$ cat config.mk
export PLATFORM = sky130hd
export DESIGN_NAME = cpu_req_queue
export DESIGN_NICKNAME = d
export VERILOG_FILES = /design/src/rtl/cpu_req_queue.sv
export SDC_FILE = /design/constraint.sdc
export NUM_CORES = 1
export LEC_CHECK = 0
export ABC_AREA = 1
export CORE_ASPECT_RATIO = 1.2
export CORE_UTILIZATION = 45
export CTS_BUF_LIST = sky130_fd_sc_hd__clkbuf_8
export DETAILED_ROUTE_END_ITERATION = 10
export PLACE_DENSITY_LB_ADDON = 0.08
export SLEW_MARGIN = 20
export SYNTH_ARGS = -nofsm -noshare
export SYNTH_HDL_FRONTEND = slang
export SYNTH_SLANG_ARGS = --single-unit
$ cat constraint.sdc
create_clock -name i_cpu_ck -period 10.8 [get_ports i_cpu_ck]
set_input_delay 2.16 -clock i_cpu_ck [delete_from_list [all_inputs] [get_ports i_cpu_ck]]
set_output_delay 2.16 -clock i_cpu_ck [all_outputs]
set_load 0.005 [all_outputs]
$ cat src/rtl/cpu_req_queue.sv
// cpu_req_queue: strict-order request FIFO between the CPU-side interface and
// the DDR3 controller. Reads are throttled by an outstanding-read counter.
// Optional feature: define CPU_REQ_BYPASS_EN for a 0-cycle empty-queue bypass.
module cpu_req_queue #(
  parameter int ADDR_W     = 27,
  parameter int DATA_W     = 64,
  parameter int DEPTH      = 8,
  parameter int MAX_RD_OUT = 4
) (
  input  logic                            i_cpu_ck,
  input  logic                            i_cpu_reset,
  input  logic                            i_req_valid,
  output logic                            o_req_ready,
  input  logic                            i_req_wr,
  input  logic [ADDR_W-1:0]               i_req_addr,
  input  logic [DATA_W-1:0]               i_req_wdata,
  output logic                            o_ctl_valid,
  input  logic                            i_ctl_ready,
  output logic                            o_ctl_wr,
  output logic [ADDR_W-1:0]               o_ctl_addr,
  output logic [DATA_W-1:0]               o_ctl_wdata,
  input  logic                            i_rd_done,
  output logic [$clog2(DEPTH+1)-1:0]      o_count,
  output logic                            o_full,
  output logic                            o_empty,
  output logic [$clog2(MAX_RD_OUT+1)-1:0] o_rd_out,
  output logic                            o_rd_err
);

  localparam int PTR_W = $clog2(DEPTH);
  localparam int CNT_W = $clog2(DEPTH + 1);
  localparam int RD_W  = $clog2(MAX_RD_OUT + 1);
  localparam logic [CNT_W-1:0] CNT_FULL = CNT_W'(DEPTH);
  localparam logic [RD_W-1:0]  RD_MAX   = RD_W'(MAX_RD_OUT);

  logic              mem_wr    [DEPTH];
  logic [ADDR_W-1:0] mem_addr  [DEPTH];
  logic [DATA_W-1:0] mem_wdata [DEPTH];

  logic [PTR_W-1:0] wr_ptr;
  logic [PTR_W-1:0] rd_ptr;
  logic [CNT_W-1:0] count;
  logic [RD_W-1:0]  rd_out;
  logic             rd_err;

  logic head_blocked;
  logic fifo_valid;
  logic bypass;
  logic push;
  logic store;
  logic pop_fifo;
  logic rd_inc;
  logic rd_dec;

  assign o_count     = count;
  assign o_full      = (count == CNT_FULL);
  assign o_empty     = (count == '0);
  assign o_req_ready = !o_full;
  assign o_rd_out    = rd_out;
  assign o_rd_err    = rd_err;

  // Head selection, blocking, output muxing and per-cycle push/pop decisions
  always_comb begin
    head_blocked = !mem_wr[rd_ptr] && (rd_out == RD_MAX);
    fifo_valid   = !o_empty && !head_blocked;
    push         = i_req_valid && o_req_ready;
    bypass       = 1'b0;
    store        = push;
    pop_fifo     = 1'b0;
    o_ctl_valid  = 1'b0;
    o_ctl_wr     = 1'b0;
    o_ctl_addr   = '0;
    o_ctl_wdata  = '0;
`ifdef CPU_REQ_BYPASS_EN
    bypass = o_empty && i_req_valid && (i_req_wr || (rd_out < RD_MAX));
`endif
    if (bypass) begin
      // Incoming request goes straight out; it is stored only if not taken now
      o_ctl_valid = 1'b1;
      o_ctl_wr    = i_req_wr;
      o_ctl_addr  = i_req_addr;
      o_ctl_wdata = i_req_wdata;
      store       = push && !i_ctl_ready;
    end else if (fifo_valid) begin
      o_ctl_valid = 1'b1;
      o_ctl_wr    = mem_wr[rd_ptr];
      o_ctl_addr  = mem_addr[rd_ptr];
      o_ctl_wdata = mem_wdata[rd_ptr];
      pop_fifo    = i_ctl_ready;
    end
    rd_inc = o_ctl_valid && i_ctl_ready && !o_ctl_wr;
    rd_dec = i_rd_done && (rd_out != '0);
  end

  // Entry storage; contents are not cleared by reset
  always_ff @(posedge i_cpu_ck) begin
    if (store) begin
      mem_wr[wr_ptr]    <= i_req_wr;
      mem_addr[wr_ptr]  <= i_req_addr;
      mem_wdata[wr_ptr] <= i_req_wdata;
    end
  end

  // Pointers, occupancy, outstanding-read counter and sticky error flag
  always_ff @(posedge i_cpu_ck) begin
    if (i_cpu_reset) begin
      wr_ptr <= '0;
      rd_ptr <= '0;
      count  <= '0;
      rd_out <= '0;
      rd_err <= 1'b0;
    end else begin
      if (store)    wr_ptr <= wr_ptr + PTR_W'(1);
      if (pop_fifo) rd_ptr <= rd_ptr + PTR_W'(1);
      if (store && !pop_fifo)      count <= count + CNT_W'(1);
      else if (!store && pop_fifo) count <= count - CNT_W'(1);
      if (rd_inc && !rd_dec)      rd_out <= rd_out + RD_W'(1);
      else if (!rd_inc && rd_dec) rd_out <= rd_out - RD_W'(1);
      if (i_rd_done && (rd_out == '0)) rd_err <= 1'b1;
    end
  end

endmodule

# [Yosys cells after proc, flatten, opt, wreduce, memory -nomap -nowiden]
# Memory sizes are Yosys's and may differ from the RTL's. A register that Yosys moved wholly into a read port is not among the register bits.
# Index checks and enable logic that the tools add are counted.
[word_totals] ram_bits=736 regBits=14 memories=3
[mem_list] name="mem_wdata" words=8 width=64 read_ports=1 rd_ports_with_merged_regs=1 wr=1 line_no="38" source="logic [DATA_W-1:0] mem_wdata [DEPTH];"
[mem_list] name="mem_addr" words=8 width=27 read_ports=1 rd_ports_with_merged_regs=1 wr=1 line_no="37" source="logic [ADDR_W-1:0] mem_addr [DEPTH];"
[mem_list] name="mem_wr" words=8 width=1 read_ports=1 rd_ports_with_merged_regs=1 wr=1 line_no="36" source="logic mem_wr [DEPTH];"
[classes] reduce_logical=25 muxes=17 add_sub_neg=6 n_eq_ne=2
[op_table] operator="$mux W64" count=1
[op_table] operator="$mux W27" count=1
[op_table] operator="$mux W3" count=8
[op_table] operator="$logic_and A1 B1 Y1" count=11
[op_table] operator="$add A3 B1 Y3 const B" count=3
[op_table] operator="$logic_not A1 Y1" count=9
[op_table] operator="$mux W4" count=2
[op_table] operator="$mux W1" count=5
[op_table] operator="$add A4 B1 Y4 const B" count=1
[op_table] operator="$eq A4 B4 Y1 const B" count=1
[op_table] operator="$logic_not A4 Y1" count=1
[op_table] operator="$reduce_bool A2 Y1" count=2
[op_table] operator="$sub A4 B1 Y4 const B" count=1
[op_table] operator="$eq A3 B3 Y1 const B" count=1
[op_table] operator="$logic_not A3 Y1" count=1
[op_table] operator="$reduce_bool A3 Y1" count=1
[op_table] operator="$sub A3 B1 Y3 const B" count=1

# [Depth between registers and ports, before layout]
[depth] depth_word=11 ltp_mapped=17

# [Worst setup path after synthesis]
# Ideal clock, no wire load.
[synth_path] kind="input port to flip-flop" start="input port i_req_valid" end="memory mem_addr[0][0] (enable)" setup_ps=543 n_path_buf=0 cell_stages=4 slack_ps=3962 arrival_time_ps=6295 required_ps=10257 path_cell_list="nand2_1 -> inv_1 -> nand2_1 -> nor2_1"
[synth_between] elab_chain_len=3
[synth_lines] item="start, declared" line_no="12" source="input logic i_req_valid,"
[synth_lines] item="$logic_and A1 B1 Y1" line_no="66" source="push = i_req_valid && o_req_ready;"
[synth_lines] item="net push" line_no="49" source="logic push;"
[synth_lines] item="$mux W1" line_no="97" source="if (store) begin"
[synth_lines] item="$mux W1 (implied by the code)" line_no="99" source="mem_addr[wr_ptr] <= i_req_addr;"
[synth_lines] item="end, declared" line_no="37"
# The timed path passes the listed nets, and every way through them passes these cells.

==> summary.md <==
| Metric | Value |
|---|---|
| Status | `completed` |
| VDD IR max | `roughly 0.00026 V` |
| Layout area overhead | `14.5%` |
| Initial antenna violation count | `14` |
| Htree depth | `3` |
| Reg-to-Reg End | `o_count[3]` |
| CP Class | `reg -> out` |
| Final hold vios | `0` |
| Avg Inst Size Synth | `13.4 um^2` |
| Crit path DAT | `5.29 ns` |
| Slowest-stage cell, CP | `dfxtp_4` |
| Layout Skew | `0.0302 ns` |
| Root buffer cell | `clkbuf_8` |
| Resize count post-CTS | `0` |
| Vias per inst | `5.40` |
| Register Area | `between 20000 and 25000 um^2` |
| # IOs | `201` |
| Slew margin rel. | `26.6%` |
| Delay-heaviest family, CP | `buffers and inverters` |
| Hold Path Cell Cnt | `2` |
| Pwr Density | `251 nW/um^2` |
| Max clock buf depth | `3` |
| Hold EP | `o_rd_err` |
| Post-layout util | `52.0%` |
| CTS Buf Count | `118` |
| Seq/Total Area, Yosys | `~72%` |
| Yosys top cell area share | `a little under three quarters` |
| Overall routing resource usage | `21.1%` |
| Pleak | `12.6 nW` |
| Final worst setup slack | `roughly 3.3 ns` |
| DRT antenna net count | `0` |
| Switch Pwr | `3.01 mW` |
| Max Cap Violations | `0` |
| Gpl congestion | `0.725` |
| Element type at the critical path end | `output port` |
| Area of the core | `68200 um^2` |
| Skew-Pair Late Insertion Delay | `0.71 ns` |
| Grt ovf | `0` |
| Number of global-route vias before repair | `19300` |
| DIE WIDTH | `241 um` |
| Hold Slack | `roughly 0.45 ns` |
| Hold Crit Class | `reg -> reg` |
| Clock Power Share | `about a quarter` |
| Hold-fix buffers, CTS | `0` |
| Reg clk slew, reported paths | `approximately 0.060 ns` |
| Hold Startpoint | `o_rd_err` |
| Switching Share | `33.7%` |
| Req. time, crit path | `8.64 ns` |
| Post-CTS setup buffer count | `0` |
| Number of clock sinks | `~750` |
| Number of DRC markers in iteration 0 | `1249` |
| Post-DR wirelength/cell | `about 21 um` |
| Seq pwr share | `39.2%` |
| RSZ-0062 raised after global routing | `no` |
| CTS tree | `built` |
| Max-slew violations | `0` |
| Footprint of the multi-input gates | `7340 um^2` |
| Nets@finish | `2615` |
| Residual DRC | `0` |
| Total number of vias | `19000` |
| Reg2reg path depth | `16` |
| Post-Route WL | `73600 um` |
| Dpl hpwl | `36800 um` |
| 1st-pass router iterations | `6` |
| Syn nets | `roughly 2400` |
| Comb power frac | `~37%` |
| Num rows | `about 110` |
| Number of synthesized register bits | `753` |
| Cell internal pwr | `5.90 mW` |
| Synth Cell Area | `31000 um^2` |
| Total Power | `8.91 mW` |
| Warning count from the yosys run | `0` |
| Syn Inst Count | `2311` |
| CP Launch Type | `flip-flop` |
| Die Area | `69900 um^2` |
| Global-route wire length before repair | `around 110000 um` |
| Area leader, netlist | `edfxtp_1` |
| Post-route minimum period | `~7.5 ns` |
| Tcrit/Tclk final | `69.0%` |
| Final Setup Violations | `0` |
| Fillers | `roughly 6000` |
| R2R Setup Slk | `6.54 ns` |
| Die Ht | `289 um` |
| Synth top area cells | `edfxtp_1, nand2_1, a32o_1` |
| Largest net degree at the start of global routing | `198` |
| Share of cells above drive strength 1 | `11.0%` |
| Crit path buf inv count | `4` |
| Setup_tns | `0 ns` |
| Library cells used by synthesis | `31` |
| DP Worst Slack | `3.99 ns` |
| Port Buffers | `200` |
| CP Max Fanout | `89` |
| F_max | `134 MHz` |
| Initial Utilization | `a little under half` |
| Slew @ Worst Pin | `1.10 ns` |
| CP cell instances | `buf_4 -> nand2_1 -> nand3_2 -> nand3_2 -> nand3_4 -> nand2_8 -> inv_8 -> buf_4 -> nor2_2 -> clkdlybuf4s50_1` |
| CP peak stage delay | `1.02 ns` |
[cells in the mapped netlist, drive strengths merged]
| library cell | n |
|---|---|
| ha | 6 |
| xor2 | 2 |
| clkbuf | 18 |
| buf | 132 |
| nor2 | 109 |
| o21ai | 9 |
| nand4 | 4 |
| a21oi | 197 |
| a32o | 182 |
| edfxtp | 736 |
| or2 | 1 |
| nand3 | 11 |
| inv | 34 |
| o31ai | 1 |
| nor3 | 1 |
| nand2 | 849 |
| fa | 2 |
| dfxtp | 17 |
[registers in the layout (all words and copies together) (netlist names), named ones only]
name       flops
o_rd_out       3
mem_wdata    512
wr_ptr         3
o_count        4
o_rd_err       1
mem_addr     216
rd_ptr         3
mem_wr         8
[layer usage]
layer  GRT usage [%]  routed length (um)  up-vias
met5               0                 146        -
met1            27.1               31800     9567
li1                -                   -     8810
met2            35.8               36300      454
met4            7.17                1650       22
met3            3.93                3730      138
[power by group through the flow]
stage / Combinational [mW] / Clock [mW] / Sequential, mW
after detailed placement: 3.29 / 0 / 3.55
final: 3.26 / 2.16 / 3.49
after global placement: 3.25 / 0 / 3.55
after floorplan: 2.23 / 0 / 3.51
after global routing: 3.59 / 2.34 / 3.51
after CTS: 3.31 / 2.23 / 3.49
[cells in the final DEF (no fill, tap or decap), types with 28 or more instances in the layout]
cell type,instances
a21oi_1,197
a32o_1,182
buf_4,28
clkbuf_8,121
clkdlybuf4s50_1,200
clkinv_1,35
edfxtp_1,736
inv_1,74
nand2_1,844
nor2_2,31
nor2_4,68
[how the worst max path moves through the flow]
stage,from,endpoint,cells after the start,slack [ns]
detailed placement,flip-flop,o_ctl_wdata[60],10,3.99
global route,flip-flop,o_ctl_wdata[60],10,2.94
finish,flip-flop,o_ctl_wdata[60],10,3.35
global placement,flip-flop,o_ctl_wdata[60],10,4.03
CTS,flip-flop,o_ctl_wdata[60],10,3.20
floorplan,i_req_valid,mem_addr[0][0],4,3.96
[stage by stage]
stage / std cells / cell area, um^2
finish: 3520 / 35400
global route: 3520 / 35400
CTS: 3516 / 35400
detailed placement: 3298 / 33300
global placement: 3298 / 33300
floorplan: 2311 / 31000
[worst register-to-register path: stages, from the launching register on]
cell and delay [ns]:
dfxtp_4 1.02, clkinv_8 0.88, nand2_2 0.41, nand3_2 0.11
nand3_2 0.12, nand3_4 0.13, nand2_8 0.11, nand2_1 0.07
ha_1 0.18, inv_1 0.15, ha_1 0.29, a21oi_1 0.15
nand2_1 0.08, a21oi_1 0.12, o21ai_0 0.11, o21ai_0 0.16
a21oi_1 0.06
[cells by family after synthesis]
| family | synth area share [%] |
|---|---|
| adder cells (fa/ha/maj) | 0.372 |
| AO/OA/AOI/OAI | 9.24 |
| buffers and inverters | 3.99 |
| XOR/XNOR | 0.0566 |
| flip-flops | 72.5 |
| AND/OR/NAND/NOR | 13.9 |
[cell type report]
| class | count | area share, % |
|---|---|---|
| multi-input combinational | 1374 | 20.7 |
| sequential | 753 | 63.3 |
| timing repair buffer | 229 | 6.32 |
| clock buffer | 121 | 4.70 |
| antenna | 3 | 0.0212 |
| clock inverter | 97 | 1.26 |
| tap | 909 | 3.21 |
| inverter | 34 | 0.445 |
Note: power is estimated with default switching activity, not from simulation.
